`src/rtl/blink_pkg.sv`:
```
// Shared types and elaboration helpers for the LED fader path.
// Holds the fader state encoding and the ramp step divider calculation.
package blink_pkg;

  typedef enum logic [1:0] {
    OFF       = 2'd0,
    RAMP_UP   = 2'd1,
    ON        = 2'd2,
    RAMP_DOWN = 2'd3
  } fader_state_t;

  localparam int unsigned PWM_BITS_MIN = 2;
  localparam int unsigned PWM_BITS_MAX = 12;

  // Cycles per brightness step; never below 1 so very fast ramps still advance.
  function automatic longint unsigned step_div(input longint unsigned freq,
                                               input longint unsigned ramp_ms,
                                               input int unsigned pwm_bits);
    longint unsigned prod;
    prod = (freq / 64'd1000) * ramp_ms;
    prod = prod >> pwm_bits;
    return (prod == 64'd0) ? 64'd1 : prod;
  endfunction

endpackage

```
`src/rtl/pwm_gen.sv`:
```
// PWM output stage: free-running period counter, duty latch and output register.
// Duty is taken from level_i only at the period boundary so a period is never split.
module pwm_gen #(
  parameter int unsigned PWM_BITS = 8
) (
  input  logic                clk_i,
  input  logic                rst_i,
  input  logic [PWM_BITS-1:0] level_i,
  output logic                pwm_o
);

  localparam logic [PWM_BITS-1:0] CNT_LAST = {{(PWM_BITS-1){1'b1}}, 1'b0};

  logic [PWM_BITS-1:0] cnt_q, cnt_d;
  logic [PWM_BITS-1:0] duty_q, duty_d;
  logic                pwm_q, pwm_d;

  always_comb begin
    cnt_d  = cnt_q + {{(PWM_BITS-1){1'b0}}, 1'b1};
    duty_d = duty_q;
    pwm_d  = (cnt_q < duty_q);
    if (cnt_q == CNT_LAST) begin
      cnt_d  = '0;
      duty_d = level_i;
    end
  end

  always_ff @(posedge clk_i) begin
    if (rst_i) begin
      cnt_q  <= '0;
      duty_q <= '0;
      pwm_q  <= 1'b0;
    end else begin
      cnt_q  <= cnt_d;
      duty_q <= duty_d;
      pwm_q  <= pwm_d;
    end
  end

  assign pwm_o = pwm_q;

endmodule

```
`src/rtl/led_fader.sv`:
```
// Breathing LED driver: ramps brightness linearly toward the Blink level and drives a PWM pin.
//
// state     | meaning
// OFF       | level at 0, input low, idle
// RAMP_UP   | level climbing one step per STEP_DIV cycles
// ON        | level at MAX, input high, idle
// RAMP_DOWN | level falling one step per STEP_DIV cycles
module led_fader
  import blink_pkg::*;
#(
  parameter int unsigned FREQ     = 50_000_000,
  parameter int unsigned RAMP_MS  = 250,
  parameter int unsigned PWM_BITS = 8
) (
  input  logic                clk_i,
  input  logic                rst_i,
  input  logic                led_i,
  output logic                led_o,
  output logic [PWM_BITS-1:0] level_o,
  output logic                busy_o
);

  localparam longint unsigned STEP_DIV = step_div(64'(FREQ), 64'(RAMP_MS), PWM_BITS);
  localparam int unsigned     PRESC_W  = (STEP_DIV > 64'd1) ? $clog2(STEP_DIV) : 1;
  localparam logic [PRESC_W-1:0]  PRESC_LAST = PRESC_W'(STEP_DIV - 64'd1);
  localparam logic [PWM_BITS-1:0] LEVEL_MAX  = '1;
  localparam logic [PWM_BITS-1:0] LEVEL_ONE  = {{(PWM_BITS-1){1'b0}}, 1'b1};

  if (FREQ == 0) begin : g_bad_freq
    $error("led_fader: FREQ must be nonzero");
  end
  if (RAMP_MS == 0) begin : g_bad_ramp
    $error("led_fader: RAMP_MS must be nonzero");
  end
  if (PWM_BITS < PWM_BITS_MIN || PWM_BITS > PWM_BITS_MAX) begin : g_bad_bits
    $error("led_fader: PWM_BITS must be within 2..12");
  end

  fader_state_t        state_q, state_d;
  logic                led_q, led_d;
  logic [PWM_BITS-1:0] level_q, level_d;
  logic [PRESC_W-1:0]  presc_q, presc_d;
  logic                busy_q, busy_d;
  logic                step;

  always_comb begin
    led_d   = led_i;
    state_d = state_q;
    level_d = level_q;
    presc_d = '0;
    step    = (presc_q == PRESC_LAST);

    // A reversal wins over a coincident step; that step is simply dropped.
    unique case (state_q)
      OFF: begin
        if (led_q) state_d = RAMP_UP;
      end
      RAMP_UP: begin
        if (!led_q) begin
          state_d = RAMP_DOWN;
        end else if (step) begin
          if (level_q != LEVEL_MAX) level_d = level_q + LEVEL_ONE;
          if (level_q >= LEVEL_MAX - LEVEL_ONE) state_d = ON;
        end
      end
      ON: begin
        if (!led_q) state_d = RAMP_DOWN;
      end
      RAMP_DOWN: begin
        if (led_q) begin
          state_d = RAMP_UP;
        end else if (step) begin
          if (level_q != '0) level_d = level_q - LEVEL_ONE;
          if (level_q <= LEVEL_ONE) state_d = OFF;
        end
      end
      default: state_d = OFF;
    endcase

    if ((state_d == state_q) && (state_q == RAMP_UP || state_q == RAMP_DOWN)) begin
      presc_d = step ? '0 : presc_q + PRESC_W'(1);
    end

    busy_d = (state_d == RAMP_UP) || (state_d == RAMP_DOWN);
  end

  always_ff @(posedge clk_i) begin
    if (rst_i) begin
      state_q <= OFF;
      led_q   <= 1'b0;
      level_q <= '0;
      presc_q <= '0;
      busy_q  <= 1'b0;
    end else begin
      state_q <= state_d;
      led_q   <= led_d;
      level_q <= level_d;
      presc_q <= presc_d;
      busy_q  <= busy_d;
    end
  end

  pwm_gen #(
    .PWM_BITS(PWM_BITS)
  ) u_pwm_gen (
    .clk_i  (clk_i),
    .rst_i  (rst_i),
    .level_i(level_q),
    .pwm_o  (led_o)
  );

  assign level_o = level_q;
  assign busy_o  = busy_q;

endmodule
```
`config.mk`:
```
export PLATFORM = sky130hd
export DESIGN_NAME = led_fader
export DESIGN_NICKNAME = d
export VERILOG_FILES = /design/src/rtl/blink_pkg.sv /design/src/rtl/pwm_gen.sv /design/src/rtl/led_fader.sv
export SDC_FILE = /design/constraint.sdc
export NUM_CORES = 1
export LEC_CHECK = 0
export CAP_MARGIN = 20
export CELL_PAD_IN_SITES_DETAIL_PLACEMENT = 0
export CELL_PAD_IN_SITES_GLOBAL_PLACEMENT = 2
export CORE_UTILIZATION = 39
export CTS_CLUSTER_SIZE = 20
export DETAILED_ROUTE_END_ITERATION = 7
export GPL_ROUTABILITY_DRIVEN = 0
export PLACE_DENSITY_LB_ADDON = 0.2
export SYNTH_ARGS = -nofsm -noshare
export SYNTH_HDL_FRONTEND = slang
export SYNTH_SLANG_ARGS = --single-unit
export TNS_END_PERCENT = 30
```
`constraint.sdc`:
```
create_clock -name clk_i -period 4.3 [get_ports clk_i]
set_clock_uncertainty 0.15 [all_clocks]
set_input_delay 0.645 -clock clk_i [delete_from_list [all_inputs] [get_ports clk_i]]
set_output_delay 0.645 -clock clk_i [all_outputs]
set_load 0.05 [all_outputs]
```
=== After elaboration in Yosys (flattened, before gate mapping) ===
Cells that the tools add are included.

* Bits in registers: 45
* Input bits: 3
* Word-level logic and storage cells: 56
* Output and inout port bits: 10

* Bitwise gates (word level): 1
* Add/subtract/negate cells: 4
* Multiplexer cells: 16
* Reductions and logical operators: 9
* Equal/unequal tests: 15
* $lt $le $gt $ge: 3

{| class="wikitable"
|+ Operators by type and width
! operator !! number
|-
| 2-to-1 mux 8 bit || 6
|-
| adder 16 x 1 -> 16 bit, second input constant || 1
|-
| adder 8 x 1 -> 8 bit, second input constant || 2
|-
| equality test 16 bit, second input constant || 1
|-
| 2-to-1 mux 2 bit || 8
|-
| case mux 8 bit (2 select lines) || 1
|-
| != test 2 bit, second input constant || 6
|-
| equality test 8 bit, second input constant || 1
|-
| >= comparator 8 bit, second input constant || 1
|-
| <= comparator 8 x 1 -> 1 bit, second input constant || 1
|-
| less-than comparator 8 bit || 1
|-
| != test 8 bit, second input constant || 1
|-
| case mux 2 bit (4 select lines) || 1
|-
| nonzero test 8 bit || 1
|-
| subtractor 8 x 1 -> 8 bit, second input constant || 1
|-
| AND reduction 7 bit || 1
|-
| equality test 2 bit, second input constant || 3
|-
| equality test 2 x 1 -> 1 bit, second input constant || 2
|-
| OR reduction 3 bit || 1
|-
| equality test 2 bit || 1
|-
| zero test 2 bit || 1
|-
| logical OR 1 bit || 2
|-
| nonzero test 2 bit || 1
|-
| OR reduction 2 bit || 1
|-
| 2 further kinds || 2
|}

=== Logic depth before layout (Yosys ltp) ===
Gate-level depths: netlist (run 1).

* Depth after elaboration: 9
* Mapped depth: 7
* Gate-level depth less buffers: 7

=== Hierarchy ===
Synthesis (run 1) repeated with hierarchy kept, for this count alone.

* Cells, all modules: 265
* Area total of the unflattened synthesis: 2322.2 µm²

{| class="wikitable"
|+ By module, submodules not included
! module !! area an instance (µm²) !! cells each !! seq. area each (µm²) !! times used
|-
| led_fader || 1438.9 || 168 || 540.5 || 1
|-
| pwm_gen || 883.3 || 97 || 340.3 || 1
|}

=== Worst setup path after synthesis (run 1) ===
OpenSTA, ideal clock, no wires.

* Path type: reg2reg
* Start point: register level_q[1], in the netlist level_o[1]
* End point: register level_q[1], in the netlist level_o[1]
* Stages on the path, launching flop included: 8
* Arrival time: 2.006 ns
* Buffers on the path: 1
* Clock period less this slack: 2.283 ns
* Setup time: 0.128 ns
* Path slack: 2.017 ns
* Required time: 4.022 ns
* Cell sequence: dfxtp_1 ha_1 inv_1 o311a_1 o211ai_2 buf_6 mux2i_1 nor2_1

* Cells in the longest elaborated chain, start to end: 5
* Elaborated cells between the ends (all ways): 14
* Classes of those cells: 2 x add/sub; 3 x eq/ne; 7 x mux; 2 x reduce/logical

{| class="wikitable"
|+ Ends and longest elaborated chain
! what !! RTL line !! RTL
|-
| start: declaration || led_fader.sv:41 || <nowiki>logic [PWM_BITS-1:0] level_q, level_d;</nowiki>
|-
| start signal: assignment || led_fader.sv:97 || <nowiki>level_q <= level_d;</nowiki>
|-
| subtractor 8 x 1 -> 8 bit or adder 8 x 1 -> 8 bit (tied branches) || led_fader.sv:73, led_fader.sv:62 ||
|-
| 2-to-1 mux 8 bit (on tied branches) || led_fader.sv:73, led_fader.sv:62 ||
|-
| 2-to-1 mux 8 bit (on tied branches) || led_fader.sv:72, led_fader.sv:61 ||
|-
| 2-to-1 mux 8 bit (on tied branches) || led_fader.sv:70, led_fader.sv:59 ||
|-
| case mux 8 bit (2 select lines) || led_fader.sv:54 || <nowiki>unique case (state_q)</nowiki>
|}

Parallel ways exist; a longest one is shown, timed or not. The select of a mux whose other input is x is not followed.
A chain may end at the register's enable or synchronous reset.

=== Worst setup path in the final report (run 1) ===
* Start point: register level_q[1], in the netlist level_o[1]
* End point: output level_o[1]

{| class="wikitable"
|+ RTL lines
! what !! RTL line !! RTL
|-
| end: declaration || led_fader.sv:19 || <nowiki>output logic [PWM_BITS-1:0] level_o,</nowiki>
|}

No word-level cell between the ends.

==> summary.md, run 1 <==
| Metric | Value |
|---|---|
| Tmin final | 2.496 ns |
| TritonCTS buffer count | 5 |
| WP data required | 3.50 ns |
| Worst hold path class | flop to flop |
| DR WL/cell | 12.51 µm |
| Die area | 6086 µm² |
| Synthesized area | 2253 µm² |
| GRT overflow | 0 |
| Post-CTS Setup Inserts | 0 |
| Crit. path cell count | 1 |
| CTS sink count | 45 |
| Via-to-Cell Ratio | 5.041 |
| # rows | 27 |
| CP max stage delay | between 0.8 and 0.9 ns |
| Synth area leaders | dfxtp_1 40%, ha_1 8.3%, nor2_1 6.7% |
| Initial cell density of the core | 40.67% |
| Slew margin rel. | roughly 44% |
| First-pass GRT wire length | 7734 µm |
| Post-DP HPWL | 3062 µm |
| Core area | between 5000 and 6000 µm² |
| Root Buffer | clkbuf_8 |
| Slew Viols, Final | 0 |
| DRT Wirelength | between 4000 and 5000 µm |
| Vias after detailed routing | between 1500 and 2000 |
| 1st-pass router iterations | 4 |
| P_leak | slightly below 0.0009 µW |
| Kind of critical path | flop to output pin |
| Die Y | roughly 78 µm |
| CP Capture Type | output pin |
| Final period util | 58.04% |
| Max Clock Freq | 400.7 MHz |
| I/O pin count | 13 |
| Synthesized instance count | roughly 260 |
| Endpoints failing setup | 0 |
| EDFF count, synth | 0 |
| Reg-to-reg critical path startpoint | presc_q[0]$_SDFF_PP0_ |
| Clk Latency, worst-skew pair | around 0.30 ns |
| Number of diodes | 0 |
| CP top delay family | buffers and inverters |
| Status | completed |
| Detail Route Antenna Nets | 0 |
| Resized Gates After CTS | 0 |
| FF-to-FF End | level_o[7]$_SDFFE_PP0P_ |
| Drt initial violations | 71 |
| Setup_tns | 0 ns |
| Pwr dens | 318.2 nW/µm² |
| Worst reg2reg path depth | 6 |
| Synth unique cells | 48 |
| H-tree levels | 2 |
| Crit path arrival time | 1.70 ns |
| Power, Total | 811.0 µW |
| Post-synth ARST share | 0% |
| Buffers plus inverters on the worst setup path | 1 |
| Maxcap violations | 0 |
| Worst-margin pin slew | 0.8340 ns |
| FF/Latch Area | 900.9 µm² |
| Total number of yosys warnings | 0 |
| Crit path from | level_o[1]$_SDFFE_PP0P_ |
| Cts hold-fix bufs | 0 |
| Post-synth top cells | 45 x dfxtp_1, 40 x nor2_1, 17 x inv_1 |
| Die Width | 78.02 µm |
| Final Hold Viols | 0 |
| FILL cells | around 580 |
| Worst setup path end | level_o[1] |
| TritonCTS clock tree | done |
| Flop2flop setup slack | 1.96 ns |
| Startpoint types | flop |
| Yosys top cell area share | 39.98% |
| GRT Total Usage | roughly 16% |
| Dominant cell by count in the synthesized netlist | dfxtp_1 |
| Slowest cell on crit path | clkdlybuf4s50_1 |
| Area of the multi-input gates | 1250 µm² |
| Synth Flop Type | dfxtp_1 |
| Max VDD drop | 0.1284 mV |
| Initial antenna violation count | 0 |
| #FFs+latches synth | 45 |
| Area growth, synth to finish | 13.10% |
| Vias in the first global route | 1642 |
| Mean post-synth cell area | 8.802 µm² |
| Worst-path clk slew | 0.08 ns |
| PortBufs | 12 |
| Syn Nets | 274 |
| Register area share after synthesis | between 30% and 40% |
| Post-Place Cells | 334 |
| Final non-filler cell total | 342 |
| Yosys top cell by area | dfxtp_1 |
| Largest net degree at the start of global routing | 22 |
| Critical Path, Cell by Cell | clkdlybuf4s50_1 |
| Nets | 287 |
| Share of layout cells above drive strength 1 | 5.185% |
| DRC viols | 0 |
| Clk buf depth | 2 |
| RSZ-0062 raised after global routing | false |
| Crit path max fanout | 10 |
[power breakdown]
group	switching [µW]	internal (µW)
clock network	144	190
registers	9.84	424
logic	26.2	17.8
total	180	631
[layout by cell type (no fill, tap or decap), drive strengths merged, types with 2 or more instances in the layout]
master	synthesis	routed
mux2i	9	9
a21boi	4	4
nand4	4	4
nor4	4	4
dfxtp	45	45
and3	5	5
o21ai	8	8
clkdlybuf4s50	0	12
nand2	14	14
nor2	40	40
nand3	11	11
xnor2	10	10
inv	17	17
and2	2	2
nand2b	3	3
xor2	10	10
or4	3	3
or3	5	5
a21oi	11	11
nor3	5	5
clkbuf	3	7
a32oi	2	2
o211ai	5	5
ha	15	15
[worst min-delay path by stage]
stage	from	to	slack [ns]	cells after the start
after floorplan	presc_q[0]$_SDFF_PP0_	presc_q[0]$_SDFF_PP0_	0.28	1
after global placement	presc_q[0]$_SDFF_PP0_	presc_q[0]$_SDFF_PP0_	0.29	1
after detailed placement	presc_q[0]$_SDFF_PP0_	presc_q[0]$_SDFF_PP0_	0.30	1
after CTS	presc_q[0]$_SDFF_PP0_	presc_q[0]$_SDFF_PP0_	0.32	1
after global routing	u_pwm_gen.cnt_q[0]$_SDFF_PP0_	u_pwm_gen.cnt_q[0]$_SDFF_PP0_	0.34	1
final	presc_q[0]$_SDFF_PP0_	presc_q[0]$_SDFF_PP0_	0.31	1
[per-stage QoR]
stage | util (%) | hold WS [ns] | instance area [µm²] | worst slack [ns]
2_1_floorplan | - | 0.2757 | 2253 | 2.017
3_3_place_gp | 43.90 | 0.2899 | 2432 | 1.848
3_5_place_dp | 43.90 | 0.2998 | 2432 | 1.803
4_1_cts | 46.00 | 0.3209 | 2549 | 1.794
5_1_grt | 46.00 | 0.3382 | 2549 | 1.701
6_report | 46.00 | 0.3116 | 2549 | 1.804
[registers in the layout, indices dropped and copies added, names as in the netlist]
name / count
busy_o: 1
led_q: 1
level_o: 8
presc_q: 16
state_q: 2
u_pwm_gen.cnt_q: 8
u_pwm_gen.duty_q: 8
u_pwm_gen.pwm_o: 1
[logic make-up (layout without fill, tap and decap cells)]
| logic type | after synthesis | in the layout | share of synthesized area (%) |
|---|---|---|---|
| AND/OR/NAND/NOR | 101 | 101 | 22.71 |
| buffers and inverters | 24 | 38 | 4.553 |
| AO/OA/AOI/OAI | 42 | 42 | 12.66 |
| multiplexers | 9 | 9 | 3.998 |
| adder cells (fa/ha/maj) | 15 | 15 | 8.329 |
| XOR/XNOR | 20 | 20 | 7.773 |
| flip-flops | 45 | 45 | 39.98 |
[area by class of cell]
| type | instances | share of cell area, % |
|---|---|---|
| Multi-Input combinational cell | 187 | 49.04 |
| Sequential cell | 45 | 35.35 |
| Timing Repair Buffer | 13 | 5.007 |
| Tap cell | 72 | 3.535 |
| Clock buffer | 7 | 3.387 |
| Inverter | 17 | 2.504 |
| Clock inverter | 1 | 1.178 |
[routing by layer]
metal | vias to the layer above | track usage (%) | wire (µm) | part of all wire (%)
met5 | - | 0 | 0 | 0
met1 | 773 | 23.10 | 2297 | 54
met2 | 21 | 23.45 | 1817 | 42
met3 | 4 | 2.907 | 115 | 2.7
li1 | 926 | - | - | -
met4 | 0 | 6.667 | 48 | 1.1
Note: power is estimated with default switching activity, not from simulation.
==> inputs of run 2 (changes only) <==
CORE_UTILIZATION = 37   (was 39)
clock period = 2.4 ns   (was 4.3 ns; I/O delays follow)
==> run 2 against run 1 <==
Compared with the run above:
- critical path type is now flop to flop
- hold slack about the same
- cell area increased by 1.8%
- critical path depth increased by 5
- clock-buffer cell count decreased by 1
- non-clock buffer count increased by 8
- sequential cell count unchanged
- register-to-register slack got worse by 1.8 ns
- routed wire length increased by 6.9%
- clock power increased by 45%
==> summary.md, run 2 (same netlist as run 1, synthesis figures left out) <==
| Metric | Value |
|---|---|
| Status | completed |
| Root Buffer | clkbuf_8 |
| DRC viols | 0 |
| Share of layout cells above drive strength 1 | 7.942% |
| Hold Worst Slack | roughly 0.31 ns |
| Post-DP HPWL | around 3300 µm |
| Top sig layer | met4 |
| Maxcap violations | 0 |
| PortBufs | 12 |
| Vias after detailed routing | between 1500 and 2000 |
| Final Instance Area | approximately 2600 µm² |
| Initial antenna violation count | 0 |
| Area growth, synth to finish | 15.16% |
| Kind of critical path | flop to flop |
| P_leak | 0.0008975 µW |
| Worst-margin pin slew | 0.6082 ns |
| WP data required | 2.49 ns |
| Max Clock Freq | 453.0 MHz |
| Die Width | 80.04 µm |
| Clk Latency, worst-skew pair | 0.29 ns |
| Power, Total | 1343 µW |
| Clk buf depth | 2 |
| Tmin final | 2.208 ns |
| Initial cell density of the core | about two fifths |
| FILL cells | 609 |
| FF/Latch Area | 900.9 µm² |
| Cts hold-fix bufs | 0 |
| Metal2 WL | about 2000 µm |
| 1st-pass router iterations | 4 |
| Slew margin rel. | between 50 and 60% |
| Crit path arrival time | 2.30 ns |
| Vias in the first global route | 1742 |
| Largest net degree at the start of global routing | 21 |
| I/O pin count | 13 |
| CP Capture Type | flop |
| DRT Wirelength | 4574 µm |
| CTS sink count | 45 |
| Commonest non-fill, non-tap cell in the layout | dfxtp_1 |
| Max reg flops | 16 |
| Drt initial violations | 69 |
| Final Hold Viols | 0 |
| Die area | around 6400 µm² |
| TritonCTS buffer count | 5 |
| Nets | 295 |
| DR WL met3 | 126 µm |
| # rows | 28 |
| Core area | around 6000 µm² |
| DR WL/cell | 12.99 µm |
| Number of diodes | 0 |
| Startpoint types | flop |
| Endpoints failing setup | 0 |
| Max VDD drop | 0.2697 mV |
| GRT Total Usage | 16.57% |
| Final period util | between 90% and 100% |
| Pwr dens | 517.4 nW/µm² |
| Met1 WL | 2362 µm |
| Most frequent cells in the layout | 45 x dfxtp_1, 40 x nor2_1, 17 x inv_1 |
| Placed cell areas | 2496 µm² |
| GRT overflow | 0 |
| Worst hold path class | flop to flop |
| Worst-path clk slew | 0.09 ns |
| H-tree levels | 2 |
| First-pass GRT wire length | 8148 µm |
| Via-to-Cell Ratio | 5.063 |
| Largest Register | presc_q |
| Die Y | 80.04 µm |
| Crit path max fanout | 14 |
| Area of the multi-input gates | 1259 µm² |
| Slew Viols, Final | 0 |
| TritonCTS clock tree | done |
| RSZ-0062 raised after global routing | false |
| Setup_tns | 0 ns |
| Layout Utilization | between 40 and 50% |
| Detail Route Antenna Nets | 0 |
[run 2: cell types whose count changed in the layout (fill, tap and decap cells not counted), sizes merged]
cell	previous run	this run
clkbuf	7	6
buf	1	9
bufinv	1	0
clkinvlp	0	1
[run 2: per-stage QoR]
step / setup WS, ns / instances
2_1_floorplan: 0.1165 / 256
3_3_place_gp: 0.1614 / 345
3_5_place_dp: 0.1121 / 345
4_1_cts: 0.09748 / 352
5_1_grt: 0.01912 / 352
6_report: 0.1924 / 352
[run 2: report_power, final]
group	internal (µW)	total [µW]	switching [µW]
clock	228	484	256
combinational	32.3	80.0	47.7
sequential	759	778	19.1
[run 2: final cells by class]
class	count	area share, %
sequential	45	34.72
inverter	17	2.459
tap	75	3.616
multi-input combinational	187	48.51
timing repair buffer	21	7.232
clock inverter	1	0.2893
clock buffer	6	3.182
[run 2: critical path, stage by stage, from the launching register on]
cell and delay, ns:
dfxtp_1 0.37, ha_1 0.24, nand4b_1 0.19, nor4_4 0.41
o211ai_4 0.22, or4_1 0.51, nand2_1 0.07
[run 2: worst paths after layout]
path,start,end,slack (ns),cells after the start
setup / recovery,presc_q[0]$_SDFF_PP0_,level_o[4]$_SDFFE_PP0P_,0.19,6
hold / removal,presc_q[0]$_SDFF_PP0_,presc_q[0]$_SDFF_PP0_,0.31,1
setup reg to reg,presc_q[0]$_SDFF_PP0_,level_o[4]$_SDFFE_PP0P_,0.19,6
hold reg to reg,presc_q[0]$_SDFF_PP0_,presc_q[0]$_SDFF_PP0_,0.31,1
[run 2: layer usage]
layer / up-vias / GRT usage [%]
met5: - / 0
met4: 0 / 4.821
met3: 6 / 3.771
met2: 21 / 26.32
met1: 820 / 22.25
li1: 935 / -
[run 2: timing repair]
| action | CTS | global route |
|---|---|---|
| endpoints found under the setup margin | 0 | 6 |
| gates resized for setup | 0 | 1 |
| buffers inserted | 0 | 0 |
==> inputs of run 3 (changes only) <==
CORE_MARGIN = 10   (was unset)
==> run 3 against run 2 <==
Compared with the run above:
- via count down 0.45%
- worst setup slack better by 0.0048 ns
- core utilization up 0.61 points
- combinational power up 2%
- die area up 50%
- fmax up 0.22%
- register-to-register slack better by 0.08 ns
- largest cell class unchanged
- highest routed layer unchanged
==> summary.md, run 3 (same netlist as run 1, synthesis figures left out) <==
| Metric | Value |
|---|---|
| Initial antenna violation count | 0 |
| Max reg flops | 16 |
| Final period util | 91.78% |
| GRT Total Usage | 9.988% |
| Clk Latency, worst-skew pair | 0.30 ns |
| PortBufs | 12 |
| Status | completed |
| CP top delay family | buffers and inverters |
| Die Y | 98.04 µm |
| Pwr dens | 581.3 nW/µm² |
| Flop2flop setup slack | 0.27 ns |
| Buffers plus inverters on the worst setup path | 1 |
| DP Worst Slack | ~0.16 ns |
| DRT Wirelength | 4646 µm |
| Initial cell density of the core | 38.06% |
| Vias after detailed routing | around 1800 |
| CTS sink count | 45 |
| Resized Gates After CTS | 0 |
| P_leak | 0.0009258 µW |
| Vias in the first global route | 1592 |
| Slew Viols, Final | 0 |
| I/O pin count | 13 |
| Largest Register | presc_q |
| Largest net degree at the start of global routing | 21 |
| Share of layout cells above drive strength 1 | 8.602% |
| Detail Route Antenna Nets | 0 |
| Max VDD drop | 0.3374 mV |
| Most frequent cells in the layout | 45 x dfxtp_1, 40 x nor2_1, 17 x inv_1 |
| RSZ-0062 raised after global routing | false |
| Die Width | 98.04 µm |
| Endpoints failing setup | 0 |
| Commonest non-fill, non-tap cell in the layout | dfxtp_1 |
| Nets | between 200 and 300 |
| Cts hold-fix bufs | 0 |
| Final Hold Viols | 0 |
| Worst reg2reg path depth | 6 |
| Via-to-Cell Ratio | 5.011 |
| Drt initial violations | 54 |
| GRT overflow | 0 |
| Crit path max fanout | 9 |
| # rows | 28 |
| Clk buf depth | 2 |
| Kind of critical path | flop to output pin |
| FF-to-FF End | level_o[2]$_SDFFE_PP0P_ |
| Slowest cell on crit path | clkdlybuf4s50_1 |
| Critical Path, Cell by Cell | clkdlybuf4s50_1 |
| Die area | 9612 µm² |
| Tmin final | 2.203 ns |
| DR WL/cell | 13.12 µm |
| Area growth, synth to finish | 17.43% |
| Post-DP HPWL | 3420 µm |
| Post-CTS Setup Inserts | 0 |
| Worst hold path class | flop to flop |
| Core area | 5921 µm² |
| TritonCTS buffer count | 5 |
| Setup ws final | 0.1972 ns |
| Hold_sp | presc_q[0]$_SDFF_PP0_ |
| CP Capture Type | output pin |
| Setup_tns | 0 ns |
| Maxcap violations | 0 |
| Slew margin rel. | 61.54% |
| Cell depth of the worst hold path | 1 |
| 1st-pass router iterations | 4 |
| Reg-to-reg critical path startpoint | presc_q[0]$_SDFF_PP0_ |
| WP data required | 1.89 ns |
| Max Clock Freq | 454.0 MHz |
| TritonCTS clock tree | done |
| Number of diodes | 0 |
| First-pass GRT wire length | 8038 µm |
| Hold Worst Slack | 0.3113 ns |
| Hold Path End | presc_q[0]$_SDFF_PP0_ |
| DRC viols | 0 |
| Crit path arrival time | 1.69 ns |
| Root Buffer | clkbuf_8 |
| H-tree levels | 2 |
| CP max stage delay | 0.87 ns |
| Worst-margin pin slew | roughly 0.57 ns |
| Worst-path clk slew | around 0.090 ns |
| Startpoint types | flop |
[run 3: power by group]
| part | switching, µW | leakage, µW | internal, µW |
|---|---|---|---|
| clock | 265 | 0.0000681 | 414 |
| combinational | 48.2 | 0.000494 | 33.5 |
| sequential | 19.1 | 0.000364 | 759 |
| total | 332 | 0.000926 | 1210 |
[run 3: area by class of cell]
class / instances / area (µm²)
fill: 582 / 3274
multi-input combinational: 187 / 1259
sequential: 45 / 900.9
timing repair buffer: 22 / 195.2
tap: 75 / 93.84
clock buffer: 5 / 68.82
clock inverter: 3 / 65.06
inverter: 17 / 63.81
[run 3: worst max path at each step]
stage	slack, ns	depth (start not counted)	to	startpoint
2_1_floorplan	0.12	7	level_o[1]$_SDFFE_PP0P_	level_o[1]$_SDFFE_PP0P_
3_3_place_gp	0.24	6	level_o[2]$_SDFFE_PP0P_	presc_q[0]$_SDFF_PP0_
3_5_place_dp	0.16	6	level_o[2]$_SDFFE_PP0P_	presc_q[0]$_SDFF_PP0_
4_1_cts	0.15	6	level_o[2]$_SDFFE_PP0P_	presc_q[0]$_SDFF_PP0_
5_1_grt	0.09	6	level_o[2]$_SDFFE_PP0P_	presc_q[0]$_SDFF_PP0_
6_report	0.20	1	level_o[2]	level_o[2]$_SDFFE_PP0P_
[run 3: stage by stage]
step	cell area (µm²)	util, %	total power [µW]	std cells
detailed placement	2504	42.29	877.9	346
CTS	2638	44.55	1564	354
floorplan	2253	-	851.0	256
global placement	2504	42.29	879.4	346
finish	2646	44.70	1538	354
global route	2646	44.70	1607	354
[run 3: worst reg2reg max path: cells and delay by family (launching register included)]
family	cells	cell delay, ns
and+or+nand+nor	4	1.16
DFF	1	0.37
AOI/OAI and AO/OA	1	0.22
adders and majority gates	1	0.19
[run 3: per-layer routing]
metal / wire (µm) / up-vias / global-route usage, %
met5: 0 / - / 0
met1: 2350 / 809 / 12.94
met4: 59 / 0 / 4.362
met2: 2066 / 24 / 14.97
li1: - / 936 / -
met3: 169 / 5 / 2.889
